[config.mk]
export PLATFORM = sky130hd
export DESIGN_NAME = mdu_seq_flat
export DESIGN_NICKNAME = d
export VERILOG_FILES = /design/src/rtl/mdu_seq_if.sv /design/src/rtl/mdu_seq.sv /design/src/flat_wrapper.sv
export SDC_FILE = /design/constraint.sdc
export NUM_CORES = 1
export LEC_CHECK = 0
export CORE_UTILIZATION = 31
export DETAILED_ROUTE_END_ITERATION = 12
export HOLD_SLACK_MARGIN = 0.06
export PLACE_DENSITY = 0.56
export SLEW_MARGIN = 0
export SYNTH_ARGS = -nofsm -noshare
export SYNTH_HDL_FRONTEND = slang
export SYNTH_SLANG_ARGS = --single-unit
[constraint.sdc]
create_clock -name clk -period 4.9 [get_ports clk]
set_input_delay 1.47 -clock clk [delete_from_list [all_inputs] [get_ports clk]]
set_output_delay 1.47 -clock clk [all_outputs]
set_load 0.005 [all_outputs]
[src/rtl/mdu_seq_if.sv]
// rtl/mdu_seq_if.sv - request/response handshake and shared-adder bundle for mdu_seq
interface mdu_seq_if #(
    parameter int XLEN = 32
);
    logic            in_valid;
    logic            in_ready;
    logic [2:0]      op;
    logic [XLEN-1:0] src1;
    logic [XLEN-1:0] src2;
    logic            out_valid;
    logic            out_ready;
    logic [XLEN-1:0] result;
    logic [XLEN-1:0] add_a;
    logic [XLEN-1:0] add_b;
    logic            add_cin;
    logic [XLEN-1:0] add_result;
    logic            add_cout;

    modport master (
        output in_valid, op, src1, src2, out_ready, add_result, add_cout,
        input  in_ready, out_valid, result, add_a, add_b, add_cin
    );

    modport slave (
        input  in_valid, op, src1, src2, out_ready, add_result, add_cout,
        output in_ready, out_valid, result, add_a, add_b, add_cin
    );
endinterface

[src/rtl/mdu_seq.sv]
// rtl/mdu_seq.sv - radix-2 multiply/divide sequencer driving a shared external adder
// Define MDU_SIGNED_EN to enable signed MULH/DIV/REM (PRE/POST sign-fixup states).
module mdu_seq #(
    parameter int XLEN  = 32,
    parameter int CNT_W = 5
) (
    input logic      clk,
    input logic      rst,
    mdu_seq_if.slave bus
);
    typedef enum logic [2:0] {IDLE, PRE, BUSY, POST, DONE} state_t;

    state_t           state;
    logic [2:0]       op_q;
    logic [XLEN-1:0]  a_q;
    logic [XLEN-1:0]  b_q;
    logic [XLEN-1:0]  hi;
    logic [XLEN-1:0]  lo;
    logic [CNT_W-1:0] cnt;
    logic             res_valid;
    logic [XLEN-1:0]  res_q;
    logic [1:0]       kind_q;
`ifdef MDU_SIGNED_EN
    logic             phase;
    logic             carry;
    logic             neg_lo;
    logic             neg_hi;
    logic [XLEN-1:0]  pre_x;
`endif

    // kind[1]: divide family, kind[0]: result comes from the high register (P or R)
    function automatic logic [1:0] op_kind(input logic [2:0] o);
        case (o)
            3'b001, 3'b100: op_kind = 2'd1;
            3'b010, 3'b101: op_kind = 2'd2;
            3'b011, 3'b110: op_kind = 2'd3;
            default:        op_kind = 2'd0;
        endcase
    endfunction

`ifdef MDU_SIGNED_EN
    function automatic logic is_signed_op(input logic [2:0] o);
        is_signed_op = (o == 3'b100) || (o == 3'b101) || (o == 3'b110);
    endfunction
`endif

    assign kind_q        = op_kind(op_q);
    assign bus.in_ready  = (state == IDLE);
    assign bus.out_valid = res_valid;
    assign bus.result    = res_q;

    always_comb begin
        bus.add_a   = '0;
        bus.add_b   = '0;
        bus.add_cin = 1'b0;
`ifdef MDU_SIGNED_EN
        pre_x       = phase ? b_q : a_q;
`endif
        case (state)
            BUSY: begin
                if (!kind_q[1]) begin
                    bus.add_a = hi;
                    bus.add_b = lo[0] ? a_q : '0;
                end else begin
                    bus.add_a   = {hi[XLEN-2:0], lo[XLEN-1]};
                    bus.add_b   = ~b_q;
                    bus.add_cin = 1'b1;
                end
            end
`ifdef MDU_SIGNED_EN
            PRE: begin
                bus.add_a   = pre_x[XLEN-1] ? ~pre_x : pre_x;
                bus.add_cin = pre_x[XLEN-1];
            end
            POST: begin
                // Multiply negation propagates the low-word carry into the high word
                if (!phase) begin
                    bus.add_a   = neg_lo ? ~lo : lo;
                    bus.add_cin = neg_lo;
                end else begin
                    bus.add_a   = neg_hi ? ~hi : hi;
                    bus.add_cin = neg_hi && (kind_q[1] || carry);
                end
            end
`endif
            default: ;
        endcase
    end

    always_ff @(posedge clk) begin
        if (rst) begin
            state     <= IDLE;
            op_q      <= '0;
            a_q       <= '0;
            b_q       <= '0;
            hi        <= '0;
            lo        <= '0;
            cnt       <= '0;
            res_valid <= 1'b0;
            res_q     <= '0;
`ifdef MDU_SIGNED_EN
            phase     <= 1'b0;
            carry     <= 1'b0;
            neg_lo    <= 1'b0;
            neg_hi    <= 1'b0;
`endif
        end else begin
            case (state)
                IDLE: begin
                    if (bus.in_valid) begin
                        op_q  <= bus.op;
                        a_q   <= bus.src1;
                        b_q   <= bus.src2;
                        hi    <= '0;
                        lo    <= op_kind(bus.op)[1] ? bus.src1 : bus.src2;
                        cnt   <= '0;
                        state <= BUSY;
`ifdef MDU_SIGNED_EN
                        phase <= 1'b0;
                        carry <= 1'b0;
                        if (!op_kind(bus.op)[1]) begin
                            neg_lo <= bus.src1[XLEN-1] ^ bus.src2[XLEN-1];
                            neg_hi <= bus.src1[XLEN-1] ^ bus.src2[XLEN-1];
                        end else begin
                            neg_lo <= (bus.src1[XLEN-1] ^ bus.src2[XLEN-1]) && (bus.src2 != '0);
                            neg_hi <= bus.src1[XLEN-1];
                        end
                        if (is_signed_op(bus.op)) state <= PRE;
`endif
                    end
                end
`ifdef MDU_SIGNED_EN
                PRE: begin
                    phase <= ~phase;
                    if (!phase) begin
                        a_q <= bus.add_result;
                    end else begin
                        b_q   <= bus.add_result;
                        lo    <= kind_q[1] ? a_q : bus.add_result;
                        state <= BUSY;
                    end
                end
`endif
                BUSY: begin
                    if (!kind_q[1]) begin
                        hi <= {bus.add_cout, bus.add_result[XLEN-1:1]};
                        lo <= {bus.add_result[0], lo[XLEN-1:1]};
                    end else if (hi[XLEN-1] || bus.add_cout) begin
                        hi <= bus.add_result;
                        lo <= {lo[XLEN-2:0], 1'b1};
                    end else begin
                        hi <= {hi[XLEN-2:0], lo[XLEN-1]};
                        lo <= {lo[XLEN-2:0], 1'b0};
                    end
                    cnt <= cnt + 1'b1;
                    if (cnt == CNT_W'(XLEN-1)) begin
                        state <= DONE;
`ifdef MDU_SIGNED_EN
                        if (is_signed_op(op_q)) state <= POST;
`endif
                    end
                end
`ifdef MDU_SIGNED_EN
                POST: begin
                    phase <= ~phase;
                    if (!phase) begin
                        lo    <= bus.add_result;
                        carry <= bus.add_cout;
                    end else begin
                        hi    <= bus.add_result;
                        state <= DONE;
                    end
                end
`endif
                DONE: begin
                    // First DONE cycle registers the selected word; it then holds until taken
                    if (!res_valid) begin
                        res_valid <= 1'b1;
                        res_q     <= kind_q[0] ? hi : lo;
                    end else if (bus.out_ready) begin
                        res_valid <= 1'b0;
                        state     <= IDLE;
                    end
                end
                default: state <= IDLE;
            endcase
        end
    end
endmodule
[src/flat_wrapper.sv]
// flat-port wrapper written by rule: the top's interface ports become plain ports
module mdu_seq_flat 
#(
    parameter int XLEN  = 32,
    parameter int CNT_W = 5
)
  (clk, rst, bus_in_valid, bus_op, bus_src1, bus_src2, bus_out_ready, bus_add_result, bus_add_cout, bus_in_ready, bus_out_valid, bus_result, bus_add_a, bus_add_b, bus_add_cin);
  mdu_seq_if #(.XLEN(XLEN)) bus_i ();
  input logic clk;
  input logic rst;
  input wire logic [$bits(bus_i.in_valid)-1:0] bus_in_valid;
  input wire logic [$bits(bus_i.op)-1:0] bus_op;
  input wire logic [$bits(bus_i.src1)-1:0] bus_src1;
  input wire logic [$bits(bus_i.src2)-1:0] bus_src2;
  input wire logic [$bits(bus_i.out_ready)-1:0] bus_out_ready;
  input wire logic [$bits(bus_i.add_result)-1:0] bus_add_result;
  input wire logic [$bits(bus_i.add_cout)-1:0] bus_add_cout;
  output wire logic [$bits(bus_i.in_ready)-1:0] bus_in_ready;
  output wire logic [$bits(bus_i.out_valid)-1:0] bus_out_valid;
  output wire logic [$bits(bus_i.result)-1:0] bus_result;
  output wire logic [$bits(bus_i.add_a)-1:0] bus_add_a;
  output wire logic [$bits(bus_i.add_b)-1:0] bus_add_b;
  output wire logic [$bits(bus_i.add_cin)-1:0] bus_add_cin;
  assign bus_i.in_valid = bus_in_valid;
  assign bus_i.op = bus_op;
  assign bus_i.src1 = bus_src1;
  assign bus_i.src2 = bus_src2;
  assign bus_i.out_ready = bus_out_ready;
  assign bus_i.add_result = bus_add_result;
  assign bus_i.add_cout = bus_add_cout;
  assign bus_in_ready = bus_i.in_ready;
  assign bus_out_valid = bus_i.out_valid;
  assign bus_result = bus_i.result;
  assign bus_add_a = bus_i.add_a;
  assign bus_add_b = bus_i.add_b;
  assign bus_add_cin = bus_i.add_cin;
  mdu_seq #(.XLEN(XLEN), .CNT_W(CNT_W)) u_core (.clk(clk), .rst(rst), .bus(bus_i));
endmodule
==> flow_summary_export.csv, run 1 <==
group,metric,value,unit
status,status,"complete, no violations",
layout,fillers,2994,
grt,grt_pass1_wl,46300,µm
floorplanning,die_x,173,µm
sta,drv_slew,0,
floorplanning,core-area,28700,µm²
layout,final_nets,1406,
grt,grt_pass1_vias,8110,
flow_run,cap_viol_max_count,0,
logic_synthesis,synth-edff-count,0,
detailed_routing,via_per_inst,5.01,
setup_path,path_class,"register to primary output",
grt,grt_use_total,0.194,
sta,setup_viol,0,
detailed_routing,dr_total_vias,8502,
logic_synthesis,synth_seq_area_share,0.379,
logic_synthesis,ys_seq_elements,171,
detailed_routing,ant_nets,0,
clock_network,cts-htree-levels,4,
sta,min_period,4.13,ns
logic_synthesis,syn_area_per_cell,7.76,µm²
setup_path,required,3.43,ns
logic_synthesis,synthDominantCellAreaShare,0.379,
worst_hold_path,worstHoldEndpoint,"u_core.b_q[25]",
setup_path,arrival,2.66,ns
detailed_routing,drtPass1Iterations,5,
logic_synthesis,syn_nets,1271,
sta,grt_setup_unrepaired,"no",
logic_synthesis,synth_cells,1165,
logic_synthesis,yosysTopAreaCell,"dfxtp_1",
floorplanning,dieArea,29800,µm²
clock_network,cts.repair.resized,0,
layout,syn_to_final_growth,31.0,%
detailed_routing,drc_errors,0,
grt,antenna_found_initial,0,
worst_hold_path,whs_path_depth,2,
worst_hold_path,hp-class,"register to register",
setup_path,critPathCaptureType,"primary output",
setup_path,reg2reg_from,"u_core.op_q[2]",
logic_synthesis,synthArstFlopShare,0,
setup_path,ff2ff_path_depth,6,
clock_network,root_buffer,"clkbuf_16",
clock_network,cts_setup_buffers,0,
sta,worst_slew_pin_slew,0.901,ns
setup_path,worst_path_max_delay_cell,"clkdlybuf4s50_1",
clock_network,cts_buffers,17,
floorplanning,start_util,0.315,
sta,finalHoldViolations,0,
logic_synthesis,synthTopCellsByCount,"nand2_1, dfxtp_1, a21oi_1, nor2_1, mux2i_1",
grt,grt_max_degree,80,
sta,fin_crit_sh,0.842,
logic_synthesis,yosysMostFrequentCell,"nand2_1",
pwr,power_density,295,nW/µm²
clock_network,insertion_delay,0.43,ns
floorplanning,num_rows,62,
placed_design,place_congestion,0.806,
pwr,p_leak,4.14,nW
logic_synthesis,synth_area,9030,µm²
setup_path,r2r-end,"u_core.lo[0]",
detailed_routing,drt-initial-drc-count,657,
floorplanning,io_pins,203,
detailed_routing,drt_wl_total,29300,µm
worst_hold_path,min_from,"u_core.b_q[25]",
layout,diodes,0,
clock_network,tritoncts,"done",
setup_path,critPathLaunchType,"register",
clock_network,clockBufferDepth,2,
placed_design,place_hpwl,19600,µm
setup_path,cp_common_cell,"nand2_1",
sta,max_slew_margin,0.399,
logic_synthesis,synth_warnings,0,
logic_synthesis,yosys_most_used_dff,"dfxtp_1",
layout,postLayoutCoreUtil,0.412,
layout,multi_input_area,5190,µm²
layout,drive_gt1_frac,0.0922,
clock_network,ctsHoldBuffers,0,
clock_network,cts_sinks,171,
logic_synthesis,synthTopCellsByArea,"dfxtp_1, nand2_1, a21oi_1",
setup_path,max_stage_delay,0.55,ns
setup_path,r2r_setup_slack,2.25,ns
grt,grt-ovfl-total,0,
layout,register_area,3420,µm²
detailed_routing,wire_per_inst,17.3,µm
setup_path,path_max_fanout,79,
clock_network,clk_pin_slew_worst_paths,0.07,ns
sta,skew,0.0104,ns
floorplanning,die_h,173,µm
sta,tns,0,ns
sta,max_freq,242,MHz
pwr,ir_drop,197,µV
setup_path,cp_cell_sequence,"nand2_1, xnor2_4, buf_12, nand2_1, a21oi_1, clkdlybuf4s50_1",
logic_synthesis,synth_cell_types,35,
placed_design,port_buffers,202,
[per-layer routing]
metal  share of wire  track usage
met3           0.035       0.0314
met4           0.015       0.0520
met1            0.44        0.245
met5               0            0
met2            0.51        0.342
[cell type report]
| type | count | share of cell area |
|---|---|---|
| clock buffer | 19 | 0.0374 |
| clock inverter | 13 | 0.00930 |
| inverter | 1 | 0.000317 |
| multi-input combinational | 889 | 0.438 |
| sequential | 171 | 0.289 |
| tap | 384 | 0.0406 |
| timing repair buffer | 220 | 0.185 |
[stage by stage]
| step | hold WS [ns] | setup WS, ns | cell area, µm² | power, mW | std cells |
|---|---|---|---|---|---|
| global placement | 0.438 | 1.24 | 11300 | 2.22 | 1665 |
| CTS | 0.454 | 0.750 | 11800 | 3.53 | 1697 |
| finish | 0.451 | 0.774 | 11800 | 3.49 | 1697 |
| floorplan | 0.431 | 1.97 | 9030 | 1.96 | 1165 |
| global route | 0.466 | 0.562 | 11800 | 3.65 | 1697 |
| detailed placement | 0.443 | 1.22 | 11300 | 2.22 | 1665 |
[cell usage in the layout, fill, tap and decap left out, types with 2 or more instances in the layout]
master	synthesis	final
a2111oi_2	30	30
a211oi_1	33	33
a21oi_1	131	131
a22oi_1	4	4
and3_1	32	32
buf_12	0	3
buf_4	7	16
clkbuf_16	0	17
clkdlybuf4s50_1	0	201
clkinv_4	0	3
clkinvlp_4	0	4
dfxtp_1	171	171
ha_1	2	2
inv_6	0	3
inv_8	0	2
mux2_2	7	7
mux2_4	22	22
mux2i_1	65	65
nand2_1	296	296
nand2b_1	33	32
nand3_1	33	33
nor2_1	104	102
nor2_2	0	2
nor2b_1	3	2
nor3_1	11	11
o211a_1	2	2
o21ai_0	64	64
o21bai_1	6	6
xor2_4	0	3
[how the worst max path moves through the flow]
stage / slack (ns) / endpoint / start
after floorplan: 1.97 / bus_add_a[21] / u_core.op_q[0]
after global placement: 1.24 / bus_add_a[22] / u_core.op_q[2]
after detailed placement: 1.22 / bus_add_b[2] / u_core.op_q[2]
after CTS: 0.75 / bus_add_b[2] / u_core.op_q[2]
after global routing: 0.56 / bus_add_a[23] / u_core.op_q[2]
final: 0.77 / bus_add_a[22] / u_core.op_q[2]
[flip-flops by register name (all words and copies together), names as in the netlist]
register / cells
u_core.op_q: 3
u_core.b_q: 32
u_core.a_q: 32
u_core.hi: 32
u_core.bus.out_valid: 1
u_core.lo: 32
u_core.bus.result: 32
u_core.state: 2
u_core.cnt: 5
[cells by family (layout without fill, tap and decap cells)]
family | Yosys count | in the layout | share of synthesized area
AOI/OAI and AO/OA | 272 | 272 | 0.198
xor gates and xnor gates | 4 | 4 | 0.00637
adders and majority gates | 2 | 2 | 0.00277
buffers and inverters | 105 | 253 | 0.0554
DFF | 171 | 171 | 0.379
muxes | 94 | 94 | 0.117
and+or+nand+nor | 517 | 517 | 0.242
[critical path, delay by kind of cell, from the launching register on]
kind | cells | cell delay (ns)
buf+inv | 2 | 0.93
flops | 1 | 0.45
simple gates | 2 | 0.37
xor+xnor | 1 | 0.23
compound gates | 1 | 0.21
[where the power goes]
| part | leakage [nW] | internal [mW] | switching, mW |
|---|---|---|---|
| registers | 1.40 | 1.47 | 0.0769 |
| clock network | 0.260 | 0.677 | 0.629 |
| logic | 2.48 | 0.295 | 0.345 |
No activity file was read; power rests on OpenSTA's default activity.
==> run 2: changes to the inputs <==
==> constraint.sdc (replaced) <==
create_clock -name clk -period 4 [get_ports clk]
set_input_delay 1.2 -clock clk [delete_from_list [all_inputs] [get_ports clk]]
set_output_delay 1.2 -clock clk [all_outputs]
set_load 0.005 [all_outputs]
==> run 2 against run 1 <==
  * Utilization is 0.37 points higher
  * Critical path type unchanged
  * Die area stayed put
  * Clock power is 24% higher
  * Via count is 0.92% higher
  * Non-clock buffer count is 7 higher
  * Register-to-register slack worse by 0.75 ns
  * Largest cell class unchanged
  * Worst setup slack worse by 0.61 ns
==> flow_summary_export.csv, run 2 (synthesis results as in run 1) <==
group,metric,value,unit
sta,fin_crit_sh,0.958,
floorplanning,io_pins,203,
grt,grt_pass1_vias,8328,
pwr,ir_drop,256,µV
detailed_routing,ant_nets,0,
clock_network,clk_pin_slew_worst_paths,0.07,ns
clock_network,root_buffer,"clkbuf_16",
clock_network,insertion_delay,0.44,ns
placed_design,place_congestion,0.788,
layout,diodes,0,
sta,tns,0,ns
detailed_routing,drtPass1Iterations,5,
layout,final_cell_mix,"nand2_1, clkdlybuf4s50_1, dfxtp_1, a21oi_1, nor2_1",
detailed_routing,dr_wl_met3,1200,µm
detailed_routing,top_layer_used,"met4",
detailed_routing,drt-initial-drc-count,533,
placed_design,place_hpwl,20100,µm
floorplanning,dieArea,29800,µm²
layout,syn_to_final_growth,32.2,%
floorplanning,start_util,0.315,
setup_path,arrival,2.63,ns
clock_network,ctsHoldBuffers,0,
pwr,p_clk_frac,0.376,
clock_network,cts.repair.resized,0,
placed_design,port_buffers,202,
clock_network,clockBufferDepth,2,
clock_network,cts_sinks,171,
setup_path,required,2.80,ns
clock_network,cts-htree-levels,4,
setup_path,path_class,"register to primary output",
flow_run,cap_viol_max_count,0,
grt,antenna_found_initial,0,
clock_network,cts_buffers,17,
pwr,p_int,2.99,mW
detailed_routing,via_per_inst,5.04,
status,status,"complete, no violations",
floorplanning,core-area,28700,µm²
detailed_routing,dr_total_vias,8580,
sta,max_slew_margin,0.310,
layout,drive_gt1_frac,0.0977,
clock_network,cts_setup_buffers,0,
sta,max_freq,261,MHz
setup_path,reg2reg_from,"u_core.op_q[2]",
placed_design,dpl-instance-area,11400,µm²
sta,finalHoldViolations,0,
setup_path,critPathLaunchType,"register",
pwr,power_density,361,nW/µm²
grt,grt_use_total,0.196,
setup_path,startpoint,"u_core.op_q[2]",
detailed_routing,drc_errors,0,
floorplanning,die_h,173,µm
sta,worst_slew_pin_slew,1.03,ns
sta,skew,0.0145,ns
worst_hold_path,min_from,"u_core.b_q[6]",
pwr,p_sw,1.32,mW
detailed_routing,wire_per_inst,17.2,µm
detailed_routing,wl_met2,14300,µm
grt,grt_max_degree,70,
sta,grt_setup_unrepaired,"no",
grt,grt_pass1_wl,46500,µm
grt,grt-ovfl-total,0,
sta,hold_ws,0.451,ns
pwr,sw_frac_of_total,0.306,
placed_design,place_inst,1672,
setup_path,path_max_fanout,69,
pwr,p_leak,4.20,nW
sta,min_period,3.83,ns
sta,setup_viol,0,
layout,final_cells,1704,
floorplanning,die_x,173,µm
floorplanning,num_rows,62,
layout,fillers,2927,
layout,layout_commonest_cell,"nand2_1",
detailed_routing,wl_met1,13100,µm
worst_hold_path,hp-class,"register to register",
setup_path,r2r_setup_slack,1.50,ns
pwr,p_seq_frac,0.439,
sta,drv_slew,0,
clock_network,tritoncts,"done",
pwr,share_comb_of_total_power,0.186,
layout,design_area,11900,µm²
detailed_routing,drt_wl_total,29400,µm
layout,final_nets,1413,
setup_path,critPathCaptureType,"primary output",
==> run 2: changes by cell type in the layout (fill, tap and decap cells not counted) <==
| cell | delta |
|---|---|
| inv_6 | +2 |
| buf_4 | +3 |
| clkbuf_1 | -1 |
| clkbuf_8 | -1 |
| clkinv_8 | +1 |
| buf_12 | +4 |
| clkinv_2 | +1 |
| clkinvlp_4 | -1 |
| clkinv_4 | -1 |
==> run 2: path summary, 6_finish.rpt <==
path	to	cells past startpoint
worst max-delay path	bus_add_a[22]	6
worst min-delay path	u_core.b_q[6]	2
worst max register to register	u_core.lo[21]	6
worst min register to register	u_core.b_q[6]	2
==> run 2: worst max-delay path: stages, from the launching register on <==
cell	delay, ns
dfxtp_1	0.45
nand2_1	0.27
xnor2_4	0.24
buf_12	0.31
nand2_1	0.10
a21oi_1	0.22
clkdlybuf4s50_1	0.53
==> run 2: power by group through the flow <==
stage	logic (mW)	registers [mW]	clock network (mW)
floorplan	0.511	1.89	0
finish	0.801	1.89	1.62
detailed placement	0.807	1.93	0
global route	0.874	1.90	1.72
CTS	0.811	1.89	1.66
global placement	0.800	1.93	0
==> run 2: stage by stage <==
| step | setup WS [ns] | power, mW | utilization |
|---|---|---|---|
| global route | 0.0271 | 4.50 | 0.416 |
| finish | 0.168 | 4.31 | 0.416 |
| global placement | 0.676 | 2.73 | 0.397 |
| CTS | 0.171 | 4.36 | 0.416 |
| floorplan | 1.34 | 2.40 | - |
| detailed placement | 0.656 | 2.74 | 0.397 |
==> run 2: final cells by class <==
cell class	instances	area (µm²)	area share
clock buffer	17	425	0.0356
clock inverter	15	133	0.0111
inverter	1	3.75	0.000314
multi-input combinational	889	5190	0.434
sequential	171	3420	0.287
tap	384	480	0.0402
timing repair buffer	227	2290	0.192
==> run 2: layer usage <==
metal	global-route usage	up-vias
met3	0.0314	39
met2	0.332	233
met4	0.0712	0
li1	-	4282
met1	0.250	4026
met5	0	-
==> patch 1 (settings of run 1) <==
Re-encode `state_t` (5 states) as one-hot, 5 bits wide.
--- a/src/rtl/mdu_seq.sv
+++ b/src/rtl/mdu_seq.sv
@@ -9,5 +9,5 @@
     mdu_seq_if.slave bus
 );
-    typedef enum logic [2:0] {IDLE, PRE, BUSY, POST, DONE} state_t;
+    typedef enum logic [4:0] {IDLE = 5'b00001, PRE = 5'b00010, BUSY = 5'b00100, POST = 5'b01000, DONE = 5'b10000} state_t;
 
     state_t           state;
Formal check against the unedited RTL: no difference found for any inputs over 4 cycles, from zero or initial values and one cycle with rst high; so few cycles prove little.
==> patch 1 against run 1 <==
- area after synthesis is 1.3% lower
- register-to-register slack better by 0.31 ns
- wire length grew 8.2%
- power is 12% higher
- sequential cell count increased by 1
- critical path depth rose by 1
- worst setup slack worse by 0.20 ns
- cell area barely moved
- cell count is 1.2% lower
- critical path type unchanged
- highest routed layer unchanged
==> patch 1: results (changes against run 1) <==
ROUTED-WL-MET3_MICRONS=2197  # was 1013 microns
OUTCOME='completed'  # unchanged
IR_WORST_VDD_uV=204.2  # was 196.7 uV
FF2FF_SETUP_SLACK_NS=2.56  # was 2.25 ns
FINAL_NETS=1392  # was 1,406
SYN_NETS=1257  # was 1,271
MET3_USAGE_PCT=4.694  # was 3.144%
CRIT_PATH_MAX_INCR_DELAY_NS=0.53  # was 0.55 ns
CTS_POST_SETUP_BUFFERS_INSERTED=0  # unchanged
PLACE_HPWL_MICRONS=21990  # was 19,640 microns
POWER.TOTAL_uW=3893  # was 3489 uW
INSTANCES_NO_FILL=1677  # was 1,697
WORST-SLEW-PIN-TRANSITION_NS=1.148  # was 0.9014 ns
STATIC-LEAKAGE-POWER_uW=0.004014  # was 0.004143 uW
R2R_CELLS=7  # was 6
GRT_PASS1_VIAS=8316  # was 8,110
SETUP.WORST_PATH.END='bus_add_b[29]'  # was bus_add_a[22]
WIRE_LENGTH_OF_THE_FIRST_GLOBAL_ROUTING_PASS_MICRONS=48530  # was 46,310 microns
GLOBALROUTEMET1UTIL_PCT=30.92  # was 24.49%
ROUTE.FINAL.WIRE_LENGTH_MICRONS=31690  # was 29,290 microns
PLACED_CELLS=1645  # was 1,665
WORST_EP_ARRIVAL_TIME_NS=2.85  # was 2.66 ns
DR.FIRST_ITER.DRC_COUNT=730  # was 657
PRE_CTS_SLACK_NS=1.062  # was 1.219 ns
FINAL.SETUP_SKEW_NS=0.01128  # was 0.01042 ns
SYNTH_CELL_TYPES=41  # was 35
PWR.GROUP.SEQUENTIAL_uW=1640  # was 1540 uW
SYNTH_COMMON_CELLS='sky130_fd_sc_hd__nand2_1, sky130_fd_sc_hd__dfxtp_1, sky130_fd_sc_hd__a21oi_1'  # unchanged
R2R-END='u_core.lo[31]$_SDFFE_PP0P_'  # was u_core.lo[0]$_SDFFE_PP0P_
ROUTEDLENGTHMET1_MICRONS=15240  # was 12,840 microns
POST-ROUTE-MIN-PERIOD_NS=4.323  # was 4.126 ns
PLACED_AREA_SQ_UM=11250  # was 11,290 sq um
GRT_UTIL_ALL_LAYERS_PCT=21.39  # was 19.43%
WORST_HOLD_SLACK_NS=0.4508  # was 0.4510 ns
POST_SYNTH_MAIN_AREA_CONTRIBUTORS='sky130_fd_sc_hd__dfxtp_1, sky130_fd_sc_hd__nand2_1, sky130_fd_sc_hd__a211oi_1'  # was sky130_fd_sc_hd__dfxtp_1, sky130_fd_sc_hd__nand2_1, sky130_fd_sc_hd__a21oi_1
POST_SYNTH_INST_COUNT=1151  # was 1,165
GRT_MAX_DEGREE=102  # was 80
DETAILROUTE.WIRELENGTH.MET2_MICRONS=13640  # was 14,980 microns
[patch 1: changes by cell type in the layout (fill, tap and decap cells not counted), sizes merged, moves of 8 or more]
cell     change
o21ai       -61
inv          +8
buf         +11
mux2        -29
o32ai       +31
nor3         -9
nor2        -30
a211oi      +61
o31ai       +30
o211ai      +32
a2111oi     -30
nor2b       +29
nand2       -62
[patch 1: logic make-up (layout without fill, tap and decap cells)]
kind of cell	count (synthesis)	in the layout	synth area share [%]
adder cells (fa/ha/maj)	2	2	0.2806
XOR/XNOR	3	3	0.3789
AO/OA/AOI/OAI	337	337	25.05
flip-flops	172	172	38.61
AND/OR/NAND/NOR	452	452	22.73
multiplexers	65	65	7.296
buffers and inverters	120	268	5.655
[patch 1: area by class of cell]
cell class,count,area [sq um]
fillers,2864,16160
repair buffers,231,2262
clock inverters,15,168.9
well taps,378,473.0
clock buffers,17,425.4
flip-flops and latches,172,3443
multi-input cells,859,5056
inverters,5,18.77
==> patch 2 (config.mk and constraints of run 1) <==
Without the edit above. `CNT_W` is set to 5 in 2 places; all go to 10.
--- a/src/rtl/mdu_seq.sv
+++ b/src/rtl/mdu_seq.sv
@@ -3,5 +3,5 @@
 module mdu_seq #(
     parameter int XLEN  = 32,
-    parameter int CNT_W = 5
+    parameter int CNT_W = 10
 ) (
     input logic      clk,
--- a/src/flat_wrapper.sv
+++ b/src/flat_wrapper.sv
@@ -3,5 +3,5 @@
 #(
     parameter int XLEN  = 32,
-    parameter int CNT_W = 5
+    parameter int CNT_W = 10
 )
   (clk, rst, bus_in_valid, bus_op, bus_src1, bus_src2, bus_out_ready, bus_add_result, bus_add_cout, bus_in_ready, bus_out_valid, bus_result, bus_add_a, bus_add_b, bus_add_cin);
Behaviour: no difference found for any inputs over 4 cycles, from zero or initial values and one cycle with rst high; that may be too few to reach the edited logic, so the function may still have changed.
==> patch 2 against run 1 <==
- first-iteration DRC count grew 7.8%
- worst setup slack got worse by 0.14 ns
- sequential cell count increased by 5
- global-route usage grew 0.38 points
- cell area is 0.14% higher
- area after synthesis decreased by 0.87%
- wire length up 0.13%
- power grew 3.6%
- synthesized cell count is 3.2% lower
- hold slack about the same
- via count increased by 1.4%
- critical endpoint is now bus_add_b[15]
- largest power group unchanged
==> patch 2: results (changes against run 1) <==
OUTCOME='completed'  # unchanged
INSTANCES_NO_FILL=1658  # was 1,697
PLACE_HPWL_MICRONS=19420  # was 19,640 microns
RELSLEWSLACK_PCT=28.24  # was 39.90%
SYN_NETS=1233  # was 1,271
CRIT_PATH_MAX_INCR_DELAY_NS=0.53  # was 0.55 ns
DR.FIRST_ITER.DRC_COUNT=708  # was 657
GLOBALROUTEMET1UTIL_PCT=31.16  # was 24.49%
SEQPWRFRAC_PCT=44.4  # was 44.2%
POST_SYNTH_MAIN_AREA_CONTRIBUTORS='sky130_fd_sc_hd__dfxtp_1, sky130_fd_sc_hd__mux2i_1, sky130_fd_sc_hd__nand2_1'  # was sky130_fd_sc_hd__dfxtp_1, sky130_fd_sc_hd__nand2_1, sky130_fd_sc_hd__a21oi_1
SYNTH_SEQ_AREA_SHARE_PCT=39.34  # was 37.89%
GRT_PASS1_VIAS=7807  # was 8,110
FINAL_NETS=1373  # was 1,406
WIRE_LENGTH_OF_THE_FIRST_GLOBAL_ROUTING_PASS_MICRONS=45670  # was 46,310 microns
GRT_UTIL_ALL_LAYERS_PCT=19.81  # was 19.43%
PLACED_CELLS=1627  # was 1,665
PLACE.GP.CONGESTION=0.7688  # was 0.8061
P_SW_uW=1098  # was 1051 uW
WORST_EP_ARRIVAL_TIME_NS=2.80  # was 2.66 ns
GRT_MAX_DEGREE=101  # was 80
MET3_USAGE_PCT=3.571  # was 3.144%
SYN_AVG_CELL_AREA_SQ_UM=7.940  # was 7.755 sq um
GROUTE.LAYER.MET2.USAGE_PCT=27.26  # was 34.19%
POST_ROUTE_CELLS_DRIVE_ABOVE_1_SHARE_PCT=5.391  # was 9.216%
FINAL.SETUP_SKEW_NS=0.01490  # was 0.01042 ns
patch 2: worst paths after layout:
| path | from | end | slack, ns | cells past startpoint |
|---|---|---|---|---|
| worst max-delay path | u_core.op_q[2]$_SDFFE_PP0P_ | bus_add_b[15] | 0.63 | 6 |
| worst min-delay path | u_core.b_q[27]$_SDFFE_PP0P_ | u_core.b_q[27]$_SDFFE_PP0P_ | 0.45 | 2 |
| worst max register to register | u_core.state[2]$_SDFFE_PP0P_ | u_core.lo[9]$_SDFFE_PP0P_ | 2.56 | 5 |
| worst min register to register | u_core.b_q[27]$_SDFFE_PP0P_ | u_core.b_q[27]$_SDFFE_PP0P_ | 0.45 | 2 |
patch 2: worst min-delay path, stage by stage (launching register included):
cell and delay [ns]:
sky130_fd_sc_hd__dfxtp_1 0.31, sky130_fd_sc_hd__nand2_1 0.05, sky130_fd_sc_hd__a21oi_1 0.05
patch 2: cells by family (layout without fill, tap and decap cells):
group / Yosys count / after routing / synth area share [%]
AOI/OAI and AO/OA: 308 / 308 / 22.53
xor gates and xnor gates: 4 / 4 / 0.5589
adders and majority gates: 1 / 1 / 0.1397
buffers and inverters: 101 / 253 / 4.932
DFF: 176 / 176 / 39.34
muxes: 100 / 100 / 11.20
and+or+nand+nor: 438 / 438 / 21.29
patch 2: metrics by stage:
stage / worst slack [ns] / instance area [sq um] / power, uW
after floorplan: 1.972 / 8956 / 2012
after global placement: 1.118 / 11300 / 2295
after global routing: 0.4078 / 11860 / 3774
final: 0.6337 / 11860 / 3614
after CTS: 0.6313 / 11860 / 3646
after detailed placement: 1.101 / 11300 / 2300
patch 2: cell type report:
type | count | share of cell area, %
clock buffer | 18 | 3.620
clock inverter | 13 | 1.087
multi-input combinational | 851 | 42.86
sequential | 176 | 29.72
tap | 378 | 3.989
timing repair buffer | 222 | 18.72
